## src/rtl/spi_cmd_pkg.sv

```systemverilog
// Shared types and constants for the SPI command sequencer.
package spi_cmd_pkg;

   // Sequencer FSM states
   typedef enum logic [2:0] {
      ST_IDLE        = 3'd0,
      ST_LOAD        = 3'd1,
      ST_WAIT_CS     = 3'd2,
      ST_WAIT_CS_LOW = 3'd3,
      ST_GAP         = 3'd4
   } state_t;

   // Serializer DelAttSelect encodings
   localparam logic [1:0] SEL_NONE = 2'b00;
   localparam logic [1:0] SEL_ATT  = 2'b01;
   localparam logic [1:0] SEL_DEL  = 2'b10;

endpackage

```

## src/rtl/spi_cmd_fifo.sv

```systemverilog
// Synchronous first-word-fall-through FIFO holding {sel, data} command entries.
module spi_cmd_fifo #(
   parameter int unsigned WIDTH = 34,
   parameter int unsigned DEPTH = 8
) (
   input  logic                   clk,
   input  logic                   resetn,
   input  logic                   push,
   input  logic [WIDTH-1:0]       wdata,
   input  logic                   pop,
   output logic [WIDTH-1:0]       rdata,
   output logic [$clog2(DEPTH):0] count,
   output logic                   full,
   output logic                   empty
);

   localparam int unsigned AW = $clog2(DEPTH);
   localparam int unsigned CW = AW + 1;

   logic [WIDTH-1:0] mem_q [DEPTH];
   logic [WIDTH-1:0] mem_d [DEPTH];
   logic [AW-1:0]    wr_ptr_q, wr_ptr_d;
   logic [AW-1:0]    rd_ptr_q, rd_ptr_d;
   logic [CW-1:0]    count_q, count_d;
   logic             do_push, do_pop;

   assign full    = (count_q == CW'(DEPTH));
   assign empty   = (count_q == CW'(0));
   assign do_push = push && !full;
   assign do_pop  = pop && !empty;
   assign rdata   = mem_q[rd_ptr_q];
   assign count   = count_q;

   // Next storage, pointers and occupancy
   always_comb begin
      mem_d    = mem_q;
      wr_ptr_d = wr_ptr_q;
      rd_ptr_d = rd_ptr_q;
      count_d  = count_q;
      if (do_push) begin
         mem_d[wr_ptr_q] = wdata;
         wr_ptr_d        = wr_ptr_q + AW'(1);
      end
      if (do_pop) begin
         rd_ptr_d = rd_ptr_q + AW'(1);
      end
      case ({do_push, do_pop})
         2'b10:   count_d = count_q + CW'(1);
         2'b01:   count_d = count_q - CW'(1);
         default: count_d = count_q;
      endcase
   end

   // Entry storage needs no reset; validity is tracked by the pointers
   always_ff @(posedge clk) begin
      mem_q <= mem_d;
   end

   // Pointer and occupancy registers
   always_ff @(posedge clk) begin
      if (!resetn) begin
         wr_ptr_q <= '0;
         rd_ptr_q <= '0;
         count_q  <= '0;
      end else begin
         wr_ptr_q <= wr_ptr_d;
         rd_ptr_q <= rd_ptr_d;
         count_q  <= count_d;
      end
   end

endmodule

```

## src/rtl/spi_cmd_sequencer.sv

```systemverilog
// Queues {data, select} commands and issues them one at a time to the SPI serializer.
module spi_cmd_sequencer
   import spi_cmd_pkg::*;
#(
   parameter int unsigned REG_WIDTH      = 32,
   parameter int unsigned FIFO_DEPTH     = 8,
   parameter int unsigned LD_CYCLES      = 4,
   parameter int unsigned GAP_CYCLES     = 64,
   parameter int unsigned TIMEOUT_CYCLES = 4096
) (
   input  logic                        clk,
   input  logic                        resetn,
   input  logic [REG_WIDTH-1:0]        cmd_data,
   input  logic [1:0]                  cmd_sel,
   input  logic                        cmd_valid,
   output logic                        cmd_ready,
   output logic [REG_WIDTH-1:0]        ser_data,
   output logic                        ser_ld,
   output logic [1:0]                  ser_sel,
   input  logic                        ser_att_cs,
   input  logic                        ser_del_cs,
   output logic                        busy,
   output logic [$clog2(FIFO_DEPTH):0] fifo_count,
   output logic                        done_pulse,
   output logic                        err_timeout,
   output logic                        err_bad_sel,
   input  logic                        err_clear
);

   localparam int unsigned ENT_W = REG_WIDTH + 2;
   localparam int unsigned LD_W  = $clog2(LD_CYCLES) + 1;
   localparam int unsigned GAP_W = $clog2(GAP_CYCLES) + 1;
   localparam int unsigned TO_W  = $clog2(TIMEOUT_CYCLES) + 1;

   localparam logic [LD_W-1:0]  LD_LAST  = LD_W'(LD_CYCLES - 1);
   localparam logic [GAP_W-1:0] GAP_LAST = GAP_W'((GAP_CYCLES == 0) ? 0 : GAP_CYCLES - 1);
   localparam logic [TO_W-1:0]  TO_LAST  = TO_W'(TIMEOUT_CYCLES - 1);

   state_t               state_q, state_d;
   logic [LD_W-1:0]      ld_cnt_q, ld_cnt_d;
   logic [TO_W-1:0]      to_cnt_q, to_cnt_d;
   logic [GAP_W-1:0]     gap_cnt_q, gap_cnt_d;
   logic [REG_WIDTH-1:0] ser_data_q, ser_data_d;
   logic                 ser_ld_q, ser_ld_d;
   logic [1:0]           ser_sel_q, ser_sel_d;
   logic                 done_pulse_q, done_pulse_d;
   logic                 err_timeout_q, err_timeout_d;
   logic                 err_bad_sel_q, err_bad_sel_d;
   logic                 head_seen_q, head_seen_d;

   logic [ENT_W-1:0]     fifo_rdata;
   logic                 fifo_full, fifo_empty, fifo_pop_c;
   logic                 set_timeout_c, set_bad_sel_c, enter_gap_c, cs_any_c;
   logic [REG_WIDTH-1:0] head_data;
   logic [1:0]           head_sel;

   spi_cmd_fifo #(
      .WIDTH (ENT_W),
      .DEPTH (FIFO_DEPTH)
   ) u_fifo (
      .clk    (clk),
      .resetn (resetn),
      .push   (cmd_valid),
      .wdata  ({cmd_sel, cmd_data}),
      .pop    (fifo_pop_c),
      .rdata  (fifo_rdata),
      .count  (fifo_count),
      .full   (fifo_full),
      .empty  (fifo_empty)
   );

   assign head_data   = fifo_rdata[REG_WIDTH-1:0];
   assign head_sel    = fifo_rdata[REG_WIDTH +: 2];
   assign cs_any_c    = ser_att_cs | ser_del_cs;
   assign cmd_ready   = !fifo_full;
   assign busy        = (state_q != ST_IDLE) || !fifo_empty;
   assign ser_data    = ser_data_q;
   assign ser_ld      = ser_ld_q;
   assign ser_sel     = ser_sel_q;
   assign done_pulse  = done_pulse_q;
   assign err_timeout = err_timeout_q;
   assign err_bad_sel = err_bad_sel_q;

   // Next-state, counters and serializer-facing outputs
   always_comb begin
      state_d       = state_q;
      ld_cnt_d      = ld_cnt_q;
      to_cnt_d      = to_cnt_q;
      gap_cnt_d     = gap_cnt_q;
      ser_data_d    = ser_data_q;
      ser_ld_d      = ser_ld_q;
      ser_sel_d     = ser_sel_q;
      done_pulse_d  = 1'b0;
      fifo_pop_c    = 1'b0;
      set_timeout_c = 1'b0;
      set_bad_sel_c = 1'b0;
      enter_gap_c   = 1'b0;

      case (state_q)
         ST_IDLE: begin
            // Head must have been visible for a cycle, giving a two-edge push-to-ld latency
            if (head_seen_q && !fifo_empty) begin
               fifo_pop_c = 1'b1;
               if (head_sel == SEL_NONE) begin
                  set_bad_sel_c = 1'b1;
               end else begin
                  ser_data_d = head_data;
                  ser_sel_d  = head_sel;
                  ser_ld_d   = 1'b1;
                  ld_cnt_d   = '0;
                  state_d    = ST_LOAD;
               end
            end
         end
         ST_LOAD: begin
            // CS is ignored here; the serializer cannot finish while ld is high
            if (ld_cnt_q == LD_LAST) begin
               ser_ld_d = 1'b0;
               to_cnt_d = '0;
               state_d  = ST_WAIT_CS;
            end else begin
               ld_cnt_d = ld_cnt_q + LD_W'(1);
            end
         end
         ST_WAIT_CS: begin
            if (cs_any_c) begin
               to_cnt_d = '0;
               state_d  = ST_WAIT_CS_LOW;
            end else if (to_cnt_q == TO_LAST) begin
               set_timeout_c = 1'b1;
               enter_gap_c   = 1'b1;
            end else begin
               to_cnt_d = to_cnt_q + TO_W'(1);
            end
         end
         ST_WAIT_CS_LOW: begin
            if (!cs_any_c) begin
               done_pulse_d = 1'b1;
               enter_gap_c  = 1'b1;
            end else if (to_cnt_q == TO_LAST) begin
               set_timeout_c = 1'b1;
               enter_gap_c   = 1'b1;
            end else begin
               to_cnt_d = to_cnt_q + TO_W'(1);
            end
         end
         ST_GAP: begin
            if (gap_cnt_q == GAP_LAST) begin
               state_d = ST_IDLE;
            end else begin
               gap_cnt_d = gap_cnt_q + GAP_W'(1);
            end
         end
         default: begin
            state_d = ST_IDLE;
         end
      endcase

      // Select is released only once the CS pulse is over (or abandoned)
      if (enter_gap_c) begin
         state_d   = ST_GAP;
         ser_sel_d = SEL_NONE;
         gap_cnt_d = '0;
      end

      // Sticky errors: a new event wins over a simultaneous clear
      err_timeout_d = set_timeout_c | (err_timeout_q & ~err_clear);
      err_bad_sel_d = set_bad_sel_c | (err_bad_sel_q & ~err_clear);
      head_seen_d   = !fifo_empty && !fifo_pop_c;
   end

   // State and output registers
   always_ff @(posedge clk) begin
      if (!resetn) begin
         state_q       <= ST_IDLE;
         ld_cnt_q      <= '0;
         to_cnt_q      <= '0;
         gap_cnt_q     <= '0;
         ser_data_q    <= '0;
         ser_ld_q      <= 1'b0;
         ser_sel_q     <= SEL_NONE;
         done_pulse_q  <= 1'b0;
         err_timeout_q <= 1'b0;
         err_bad_sel_q <= 1'b0;
         head_seen_q   <= 1'b0;
      end else begin
         state_q       <= state_d;
         ld_cnt_q      <= ld_cnt_d;
         to_cnt_q      <= to_cnt_d;
         gap_cnt_q     <= gap_cnt_d;
         ser_data_q    <= ser_data_d;
         ser_ld_q      <= ser_ld_d;
         ser_sel_q     <= ser_sel_d;
         done_pulse_q  <= done_pulse_d;
         err_timeout_q <= err_timeout_d;
         err_bad_sel_q <= err_bad_sel_d;
         head_seen_q   <= head_seen_d;
      end
   end

endmodule
```

## config.mk

```make
export PLATFORM = sky130hd
export DESIGN_NAME = spi_cmd_sequencer
export DESIGN_NICKNAME = d
export VERILOG_FILES = /design/src/rtl/spi_cmd_pkg.sv /design/src/rtl/spi_cmd_fifo.sv /design/src/rtl/spi_cmd_sequencer.sv
export SDC_FILE = /design/constraint.sdc
export NUM_CORES = 1
export LEC_CHECK = 0
export CAP_MARGIN = 30
export CORE_MARGIN = 2
export CORE_UTILIZATION = 25
export CTS_CLUSTER_SIZE = 20
export DETAILED_ROUTE_END_ITERATION = 10
export PLACE_DENSITY = 0.47
export REMOVE_ABC_BUFFERS = 1
export SLEW_MARGIN = 0
export SYNTH_ARGS = -nofsm -noshare
export SYNTH_HDL_FRONTEND = slang
export SYNTH_HIERARCHICAL = 1
export SYNTH_SLANG_ARGS = --single-unit
```

## constraint.sdc

```tcl
create_clock -name clk -period 5.2 [get_ports clk]
set_input_delay 0.52 -clock clk [delete_from_list [all_inputs] [get_ports clk]]
set_output_delay 0.52 -clock clk [all_outputs]
set_load 0.02 [all_outputs]
```

==> flow_summary.ini <==
[run_status]
status = finished, final reports clean

[worst_hold_path]
min_path_cells = 2
min_path_type = reg -> reg

[detailed_routing]
drt_pre_antenna_iters = 6
routed_via_density = 4.41
ant_nets = 0
routed_wl_mm = 30.6
drt-initial-drc-count = 470
drc = 0
via_count = 7165
wire_per_inst_um = 18.8

[critical_path]
cp_num_buf_inv = 0
crit_arrival_ns = 3.56
crit_type = reg -> reg
path_cells = nor4_1 > or3b_4 > nor3_1 > o41a_1 > ha_1 > ha_1 > a21o_1 > a21oi_1 > mux2i_1 > mux2i_1
max_stage_delay_ns = 0.47
worstPathRequired_ns = 5.67
end_kind = flop
path_max_fanout = 7
worst_setup_path_startpoint = u_fifo/count[0]$_SDFFE_PN0P_
r2r_start = u_fifo/count[0]$_SDFFE_PN0P_
r2r_end = u_fifo/count[3]$_SDFFE_PN0P_
critical_path.startpoint_type = flop
cpMaxStageDelayCell = dfxtp_1
cp-endpoint = u_fifo/count[3]$_SDFFE_PN0P_
reg2reg_slack_ns = 2.11
critical_path_depth = 10
path_delay_family = simple AND/OR/NAND/NOR gates
rr_worst_depth = 10

[placement]
place_inst = 1554
port_buffers = 83
dpl.hpwl_mm = 18.1
routabilityCongestion = 0.709
pre_cts_slack_ns = 2.11

[synth]
synth_flop_cell = edfxtp_1
synth_xor_area_frac = 0.00513
ys_seq_elements = 347
netlist_area_um2 = 13700
synth_top_family_by_area = multiplexers
ys.warnings.count = 6
synthArstFlopShare = 0
synth_simple_gate_area_frac = 0.0650
yosysTopAreaCell = edfxtp_1
synth_compound_area_frac = 0.0427
synth.most_common_cell = edfxtp_1
syn_inst = 796
synthMuxAreaShare = 0.147
synth_cell_types = 68
synthAdderAreaFrac = 0.00971
synth_area_per_cell_um2 = 17.2
synth_edf_count = 272
yosys.area.top_type_share = 0.598
seq_area_frac_synth = 0.708
synth_area_leaders = edfxtp_1, mux4_2, dfxtp_1, nand2_1, mux2_2
yosys-top-cells-count = edfxtp_1, nand2_1, dfxtp_1

[final_layout]
nFillCells = 5243
seq_area_um2 = 9680
final_nets = 948
final_cells = 1626
multi_input_area_um2 = 3730
drive_above_1_share = 0.213
area_delta_synth_final_pct = 20.9

[floorplan]
initial_core_util = 0.253
coreArea_um2 = 53900
rows = 85
die_h_um = 238
dieArea_um2 = 56500
io-pin-count = 84
chipWidth_um = 238

[global_routing]
grt_pass1_vias = 7593
antenna_found_initial = 4
grt-ovfl-total = 0
grt_pass1_wl_mm = 47.5
grt_use_total = 0.111
grt_max_degree = 40

[cts]
cts_root_buf = clkbuf_16
postCtsHoldBufs = 0
path_clk_slew_ns = 0.06
cts_setup_buffers = 0
cts_tree = yes
clockBufferDepth = 3
cts.sinks = 347
clkLatencyLatePin_ns = 0.55
ctsResizeCount = 0
h-tree-depth = 2
cts_made_buffers = 38

[sta]
worstMarginPinSlew_ns = 0.998
post-route-period-util = 0.595
worst_slack_ns = 2.11
skew_ns = 0.0195
drv_slew = 0
rsz0062_at_grt = no
fin_crit_ns = 3.09
worst_slew_margin_rel = 0.329
fmax_ghz = 0.323
setup_violations = 0
hold_viol = 0

[power]
p_leak_nw = 5.06
cellPowerDensity_nw_per_um2 = 367
max-vdd-ir-drop_uv = 182

[run]
drv_cap = 0
## layer usage
metal | wire length [µm] | part of all wire | GRT usage
met1 | 14500 | 0.47 | 0.149
met3 | 1390 | 0.045 | 0.0281
met4 | 554 | 0.018 | 0.0271
met2 | 14200 | 0.46 | 0.178
met5 | 22 | 0.00072 | 0
## worst min-delay path by stage
stage | from | to | slack (ns)
floorplan | gap_cnt_q[6]$_SDFFE_PP0P_ | gap_cnt_q[6]$_SDFFE_PP0P_ | 0.43
global placement | gap_cnt_q[6]$_SDFFE_PP0P_ | gap_cnt_q[6]$_SDFFE_PP0P_ | 0.44
detailed placement | gap_cnt_q[6]$_SDFFE_PP0P_ | gap_cnt_q[6]$_SDFFE_PP0P_ | 0.44
CTS | gap_cnt_q[6]$_SDFFE_PP0P_ | gap_cnt_q[6]$_SDFFE_PP0P_ | 0.45
global route | ser_data[8]$_SDFFE_PN0P_ | ser_data[8]$_SDFFE_PN0P_ | 0.48
finish | ser_data[21]$_SDFFE_PN0P_ | ser_data[21]$_SDFFE_PN0P_ | 0.45
## state kept, by name, summed over array words and instances, names as in the netlist
register         count
ser_ld               1
err_timeout          1
ld_cnt_q             3
to_cnt_q            13
u_fifo/rd_ptr_q      3
u_fifo/count         4
ser_sel              2
done_pulse           1
state_q              3
gap_cnt_q            7
head_seen_q          1
ser_data            32
u_fifo/wr_ptr_q      3
err_bad_sel          1
u_fifo/mem_q       272
## power breakdown
part / switching, W / internal [W]
logic: 0.000191 / 0.000165
clock network: 0.00111 / 0.00148
registers: 0.0000382 / 0.00306
total: 0.00134 / 0.00471
## final cells by class
cell class,count,share of cell area
diodes,2,0.000303
clock buffers,57,0.0644
clock inverters,13,0.00834
inverters,14,0.00318
multi-input cells,395,0.226
flip-flops and latches,347,0.586
well taps,696,0.0528
repair buffers,102,0.0588
## cell usage in the layout (no fill, tap or decap), types with 10 or more instances in the layout
cell type	count
buf_4	18
a21oi_1	47
clkbuf_16	38
edfxtp_1	272
mux2_4	10
dfxtp_1	72
clkbuf_1	15
mux4_2	68
clkdlybuf4s50_1	83
nor2_1	18
nand3_1	16
mux2_2	24
inv_1	13
nand2_1	79
## cells by family (layout without fill, tap and decap cells)
family          after synthesis  in the layout
compound gates               94             94
flops                       347            347
xor+xnor                      8              8
buf+inv                      54            186
mux                         107            107
fa+ha+maj                    10             10
simple gates                176            176
other cells                   0              2
## stage by stage
stage	area [µm²]	hold WS, ns	util	total power, W	setup TNS [ns]
5_1_grt	16500	0.478	0.306	0.00629	0
6_report	16500	0.453	0.306	0.00605	0
2_1_floorplan	13400	0.426	-	0.00335	-0.0185
4_1_cts	16500	0.455	0.306	0.00615	0
3_5_place_dp	15300	0.444	0.284	0.00353	0
3_3_place_gp	15300	0.438	0.284	0.00353	0
## tightest hold or removal path: cells and delay by family (launching register included)
| family | cells | cell delay, ns |
|---|---|---|
| simple gates | 1 | 0.05 |
| compound gates | 1 | 0.05 |
| flops | 1 | 0.31 |
Power figures use the tool's default switching activity.
